<file path="src/rtl/tlb_lookup_fill.sv">
// Fully associative TLB array with lookup/refill controller.
// Hits respond one cycle after accept. A miss issues one page-table walk,
// fills a victim entry (lowest invalid, else the PLRU choice) and responds.
module tlb_lookup_fill #(
  parameter int unsigned ENTRIES = 8,
  parameter int unsigned VPN_W   = 27,
  parameter int unsigned PPN_W   = 44,
  parameter int unsigned ASID_W  = 16
) (
  input  logic                       clk_i,
  input  logic                       rstn_i,
  input  logic                       req_valid_i,
  output logic                       req_ready_o,
  input  logic [VPN_W-1:0]           req_vpn_i,
  input  logic [ASID_W-1:0]          req_asid_i,
  output logic                       resp_valid_o,
  output logic                       resp_hit_o,
  output logic                       resp_fault_o,
  output logic [PPN_W-1:0]           resp_ppn_o,
  input  logic                       flush_i,
  output logic                       ptw_req_valid_o,
  input  logic                       ptw_req_ready_i,
  output logic [VPN_W-1:0]           ptw_req_vpn_o,
  output logic [ASID_W-1:0]          ptw_req_asid_o,
  input  logic                       ptw_resp_valid_i,
  input  logic                       ptw_resp_error_i,
  input  logic [PPN_W-1:0]           ptw_resp_ppn_i,
  output logic                       plru_access_hit_o,
  output logic [$clog2(ENTRIES)-1:0] plru_access_idx_o,
  input  logic [$clog2(ENTRIES)-1:0] plru_repl_idx_i
);

  localparam int unsigned IDX_W = $clog2(ENTRIES);

  typedef enum logic [1:0] {IDLE, PTW_REQ, PTW_WAIT, RESP} state_t;

  state_t state, state_nxt;

  // Entry storage
  logic [ENTRIES-1:0] valid;
  logic [VPN_W-1:0]   ent_vpn  [ENTRIES];
  logic [ASID_W-1:0]  ent_asid [ENTRIES];
  logic [PPN_W-1:0]   ent_ppn  [ENTRIES];

  // Request context. idx_q/ppn_q hold the hit index/ppn while a hit response
  // is pending in IDLE, and the victim/walk ppn during RESP.
  logic [VPN_W-1:0]   req_vpn_q;
  logic [ASID_W-1:0]  req_asid_q;
  logic               hit_q;
  logic [IDX_W-1:0]   idx_q;
  logic [PPN_W-1:0]   ppn_q;
  logic               fault_q;
  logic               drop_q;
  logic               fill_ok_q;

  logic               lk_hit;
  logic [IDX_W-1:0]   lk_idx;
  logic [PPN_W-1:0]   lk_ppn;
  logic               has_free;
  logic [IDX_W-1:0]   free_idx;
  logic [IDX_W-1:0]   victim;
  logic               accept;
  logic               walk_done;
  logic               fill_en;

  // Associative match; the first (lowest-index) match wins.
  always_comb begin
    lk_hit = 1'b0;
    lk_idx = '0;
    lk_ppn = '0;
    for (int unsigned i = 0; i < ENTRIES; i++) begin
      if (!lk_hit && valid[i] && ent_vpn[i] == req_vpn_i && ent_asid[i] == req_asid_i) begin
        lk_hit = 1'b1;
        lk_idx = IDX_W'(i);
        lk_ppn = ent_ppn[i];
      end
    end
  end

  // Victim choice: lowest invalid entry, otherwise the PLRU replacement index.
  always_comb begin
    has_free = 1'b0;
    free_idx = '0;
    for (int unsigned i = 0; i < ENTRIES; i++) begin
      if (!has_free && !valid[i]) begin
        has_free = 1'b1;
        free_idx = IDX_W'(i);
      end
    end
    victim = has_free ? free_idx : plru_repl_idx_i;
  end

  assign accept    = (state == IDLE) && req_valid_i && !flush_i;
  assign walk_done = (state == PTW_WAIT) && ptw_resp_valid_i;
  assign fill_en   = walk_done && !ptw_resp_error_i && !drop_q && !flush_i;

  // State register
  always_ff @(posedge clk_i or negedge rstn_i) begin
    if (!rstn_i) state <= IDLE;
    else         state <= state_nxt;
  end

  // Next-state and output decode
  always_comb begin
    state_nxt         = state;
    req_ready_o       = 1'b0;
    resp_valid_o      = 1'b0;
    resp_hit_o        = 1'b0;
    resp_fault_o      = 1'b0;
    resp_ppn_o        = '0;
    ptw_req_valid_o   = 1'b0;
    ptw_req_vpn_o     = '0;
    ptw_req_asid_o    = '0;
    plru_access_hit_o = 1'b0;
    plru_access_idx_o = '0;
    unique case (state)
      IDLE: begin
        req_ready_o = !flush_i;
        if (hit_q) begin
          resp_valid_o      = 1'b1;
          resp_hit_o        = 1'b1;
          resp_ppn_o        = ppn_q;
          plru_access_hit_o = 1'b1;
          plru_access_idx_o = idx_q;
        end
        if (accept && !lk_hit) state_nxt = PTW_REQ;
      end
      PTW_REQ: begin
        ptw_req_valid_o = 1'b1;
        ptw_req_vpn_o   = req_vpn_q;
        ptw_req_asid_o  = req_asid_q;
        if (ptw_req_ready_i) state_nxt = PTW_WAIT;
      end
      PTW_WAIT: begin
        if (ptw_resp_valid_i) state_nxt = RESP;
      end
      RESP: begin
        resp_valid_o = 1'b1;
        resp_hit_o   = !fault_q;
        resp_fault_o = fault_q;
        resp_ppn_o   = fault_q ? '0 : ppn_q;
        if (fill_ok_q) begin
          plru_access_hit_o = 1'b1;
          plru_access_idx_o = idx_q;
        end
        state_nxt = IDLE;
      end
      default: state_nxt = IDLE;
    endcase
  end

  // Request context, walk result capture and the flush drop flag
  always_ff @(posedge clk_i or negedge rstn_i) begin
    if (!rstn_i) begin
      req_vpn_q  <= '0;
      req_asid_q <= '0;
      hit_q      <= 1'b0;
      idx_q      <= '0;
      ppn_q      <= '0;
      fault_q    <= 1'b0;
      drop_q     <= 1'b0;
      fill_ok_q  <= 1'b0;
    end else begin
      hit_q <= accept && lk_hit;
      if (accept) begin
        req_vpn_q  <= req_vpn_i;
        req_asid_q <= req_asid_i;
        idx_q      <= lk_idx;
        ppn_q      <= lk_ppn;
      end
      if (state == IDLE)
        drop_q <= 1'b0;
      else if (flush_i && (state == PTW_REQ || state == PTW_WAIT))
        drop_q <= 1'b1;
      if (walk_done) begin
        fault_q   <= ptw_resp_error_i;
        fill_ok_q <= fill_en;
        ppn_q     <= ptw_resp_error_i ? '0 : ptw_resp_ppn_i;
        idx_q     <= victim;
      end
    end
  end

  // Entry array update; flush takes priority over a same-cycle fill
  always_ff @(posedge clk_i or negedge rstn_i) begin
    if (!rstn_i) begin
      valid <= '0;
      for (int unsigned i = 0; i < ENTRIES; i++) begin
        ent_vpn[i]  <= '0;
        ent_asid[i] <= '0;
        ent_ppn[i]  <= '0;
      end
    end else begin
      if (flush_i)
        valid <= '0;
      else if (fill_en)
        valid[victim] <= 1'b1;
      if (fill_en) begin
        ent_vpn[victim]  <= req_vpn_q;
        ent_asid[victim] <= req_asid_q;
        ent_ppn[victim]  <= ptw_resp_ppn_i;
      end
    end
  end

endmodule
</file>
<file path="config.mk">
export PLATFORM = sky130hd
export DESIGN_NAME = tlb_lookup_fill
export DESIGN_NICKNAME = d
export VERILOG_FILES = /design/src/rtl/tlb_lookup_fill.sv
export SDC_FILE = /design/constraint.sdc
export NUM_CORES = 2
export LEC_CHECK = 0
export CORE_MARGIN = 4
export CORE_UTILIZATION = 25
export CTS_CLUSTER_SIZE = 14
export DETAILED_ROUTE_END_ITERATION = 7
export PLACE_DENSITY = 0.47
export SYNTH_ARGS = -nofsm -noshare
export SYNTH_HDL_FRONTEND = slang
export SYNTH_SLANG_ARGS = --single-unit
</file>
<file path="constraint.sdc">
create_clock -name clk_i -period 5.2 [get_ports clk_i]
set_clock_uncertainty 0.15 [all_clocks]
set_input_delay 1.56 -clock clk_i [delete_from_list [all_inputs] [get_ports clk_i]]
set_output_delay 1.56 -clock clk_i [all_outputs]
set_load 0.1 [all_outputs]
</file>
==> metrics.md <==
| Metric | Value |
|---|---|
| Dpl ws | -0.258 ns |
| CP endpoint | resp_ppn_o[0] |
| Cell area after synthesis | between 30000 and 40000 sq um |
| Register-to-Register Setup Slack | 1.66 ns |
| Overflow after GRT | 0 |
| Critical Path Start | state[0] |
| Cell taking the most area after synthesis | dfrtp_1 |
| Vias | 26100 |
| Clock-pin slew on the worst setup and hold paths | 0.06 ns |
| Critical path type | reg -> out |
| GRT Util Overall | 0.173 |
| IO Port Bufs | 192 |
| Critical Path AT | 3.22 ns |
| Crit path top cell by count | buf_4 |
| Post-synth EDFFs | 0 |
| Cell row count | 142 |
| Detailed Route WL | 137000 um |
| Static Leak | 21.6 nW |
| Crit-path max FO | 40 |
| Root Buffer | clkbuf_16 |
| Yosys reg bits | 800 |
| Max Slew Vio Count | 0 |
| Period utilization | 0.949 |
| Status | completed |
| Syn_area_per_cell | 12.1 sq um |
| Dominant synthesized flop cell | dfrtp_1 |
| Total power | 19.1 mW |
| Fill cells | 15300 |
| DR vias/cell | 4.70 |
| Post-CTS setup buffers | 0 |
| Hold buffers post-CTS | 0 |
| Main area contributors after synthesis | dfrtp_1, mux2_2, xnor2_1 |
| WL per Instance | 24.7 um |
| Worst-skew pair later-pin latency | 0.71 ns |
| Area Overhead vs Synth | 25.7% |
| Dpl hpwl | 95200 um |
| # IOs | 193 |
| Slew HR | 0.328 |
| TritonRoute pass-1 iters | 5 |
| CP required | 3.49 ns |
| CTS tree | done |
| Slowest-stage cell, CP | buf_4 |
| Crit path time final | between 4 and 5 ns |
| Post-DRT Antenna Nets | 0 |
| Worst r2r path cells | 13 |
| CTS Buf Count | 92 |
| FFs w/ async S/R, synth | 1.00 |
| PostCTS Resize Cnt | 0 |
| Worst hold margin | 0.331 ns |
| RSZ-0062 raised after global routing | false |
| Starting density of the core | 0.252 |
| Antenna violations before repair | 18 |
| Die Area | 158000 sq um |
| Post-synth cell types | around 70 |
| Top cell type's share of synthesized area | 0.530 |
| Core area | 150000 sq um |
| First-pass GRT wire length | 199000 um |
| Final core occ | 0.317 |
| Reg-to-reg endpoint | ppn_q[10] |
| Reg2reg start | ent_asid[126] |
| Final Wtd Congestion | roughly 0.83 |
| Startpoint types | flop |
| Slowest stage delay, CP | about 0.43 ns |
| Startpoint of the worst hold path | fill_ok_q |
| WHS Path Cells | 1 |
| Die H | 397 um |
| Max cap viols | 0 |
| Number of global-route vias before repair | between 20000 and 30000 |
| Worst path cell trace | inv_1 -> ha_1 -> a21oi_1 -> a211oi_4 -> buf_4 -> and2_1 -> buf_4 |
| Syn_nets | 3227 |
| Endpoints failing setup | 0 |
| Max VDD drop | 0.000295 V |
| H-tree lvl count | 3 |
| Synth warnings | 0 |
| Synthesized instance count | between 3000 and 4000 |
| Worst Tran Pin Value | 1.01 ns |
| Peak Freq | 203 MHz |
| CP Capture Type | output pin |
| Power Density | 403 nW/um^2 |
| Fraction of layout cells with a size suffix above 1 | 0.357 |
| Starting DRC count in detailed routing | 1817 |
| Nets | 3552 |
| Sink Count | 800 |
| Final hold viol count | 0 |
| CTS Buffer Depth | 3 |
| Min-Delay Path Class | reg -> reg |
| Die W | 397 um |
| Share of the yosys chip area belonging to registers | 0.530 |
| DRC viols | 0 |
| Setup ws final | ~0.27 ns |
| Largest net degree at the start of global routing | 100 |
[critical path: cells and delay by family (launching register included)]
| kind | cells | cell delay (ns) |
|---|---|---|
| flops | 1 | 0.42 |
| simple gates | 1 | 0.33 |
| buf+inv | 3 | 0.87 |
| compound gates | 2 | 0.60 |
| fa+ha+maj | 1 | 0.29 |
[area by class of cell]
class / count / area (sq um) / share of cell area
sequential: 800 / 20000 / 0.421
timing repair buffer: 487 / 4910 / 0.103
tap: 2016 / 2520 / 0.0531
multi-input combinational: 2032 / 16600 / 0.349
clock buffer: 129 / 2690 / 0.0567
clock inverter: 37 / 622 / 0.0131
inverter: 38 / 143 / 0.00300
antenna: 8 / 20.0 / 0.000421
[worst min path at each step]
| stage | end |
|---|---|
| finish | fill_ok_q |
| global route | ent_ppn[115] |
| CTS | fill_ok_q |
| detailed placement | fill_ok_q |
| global placement | fill_ok_q |
| floorplan | fill_ok_q |
[through the flow]
step                TNS (ns)  cell area [sq um]  cells
global placement       -8.73              44200   5373
floorplan                  0              37800   3126
finish                     0              47500   5547
CTS                        0              47500   5539
global route               0              47500   5540
detailed placement     -8.18              44200   5373
[Yosys cell counts, types with 15 or more instances]
| master | n |
|---|---|
| dfrtp_1 | 800 |
| mux2_2 | 674 |
| xnor2_1 | 285 |
| nand2_1 | 228 |
| clkbuf_1 | 126 |
| and2_1 | 117 |
| nand4_1 | 93 |
| o21ai_0 | 87 |
| a21oi_1 | 74 |
| buf_2 | 64 |
| buf_1 | 53 |
| nor2_1 | 44 |
| inv_1 | 36 |
| xor2_1 | 34 |
| a211oi_1 | 29 |
| nand2b_1 | 27 |
| nand3_1 | 25 |
| nor3b_1 | 23 |
| nor4_1 | 23 |
| a22oi_1 | 21 |
| o21a_1 | 20 |
| o2111ai_1 | 18 |
| o221ai_1 | 18 |
| o22ai_1 | 18 |
| nor3_1 | 16 |
| a22o_1 | 15 |
| a2bb2oi_1 | 15 |
[cell families after synthesis]
kind of cell | Yosys count | synth area share
flops | 800 | 0.530
mux | 674 | 0.201
simple gates | 632 | 0.0878
compound gates | 402 | 0.0725
xor+xnor | 320 | 0.0743
buf+inv | 294 | 0.0338
fa+ha+maj | 4 | 0.00132
[power breakdown]
part	switching, mW	leakage [nW]	internal (mW)	total [mW]
Combinational	2.72	9.14	1.40	4.12
Sequential	1.03	10.8	6.88	7.92
Clock	2.79	1.63	4.31	7.11
Total	6.54	21.6	12.6	19.1
[metal layers]
metal	GRT usage	up-vias	routed length [um]
met1	0.241	13600	63400
li1	-	11700	-
met5	0	-	22
met4	0.0420	4	3260
met2	0.275	623	62700
met3	0.0349	167	7470
[registers in the layout, indices dropped and copies added, names as in the netlist, 2 cells and up]
name / cells
valid: 8
state: 2
idx_q: 3
ent_asid: 128
ent_ppn: 352
ppn_q: 44
req_asid_q: 16
req_vpn_q: 27
ent_vpn: 216
[cell usage in the layout, fill, tap and decap left out, types with 34 or more instances in the layout]
cell | Yosys | layout
a21oi_1 | 74 | 74
and2_1 | 117 | 112
buf_12 | 1 | 80
buf_4 | 4 | 309
clkbuf_16 | 0 | 93
clkdlybuf4s50_1 | 0 | 97
dfrtp_1 | 800 | 800
inv_1 | 36 | 36
mux2_2 | 674 | 674
nand2_1 | 228 | 227
nand4_1 | 93 | 93
nor2_1 | 44 | 42
o21ai_0 | 87 | 87
xnor2_1 | 285 | 285
xor2_1 | 34 | 34
No activity file was read; power rests on OpenSTA's default activity.
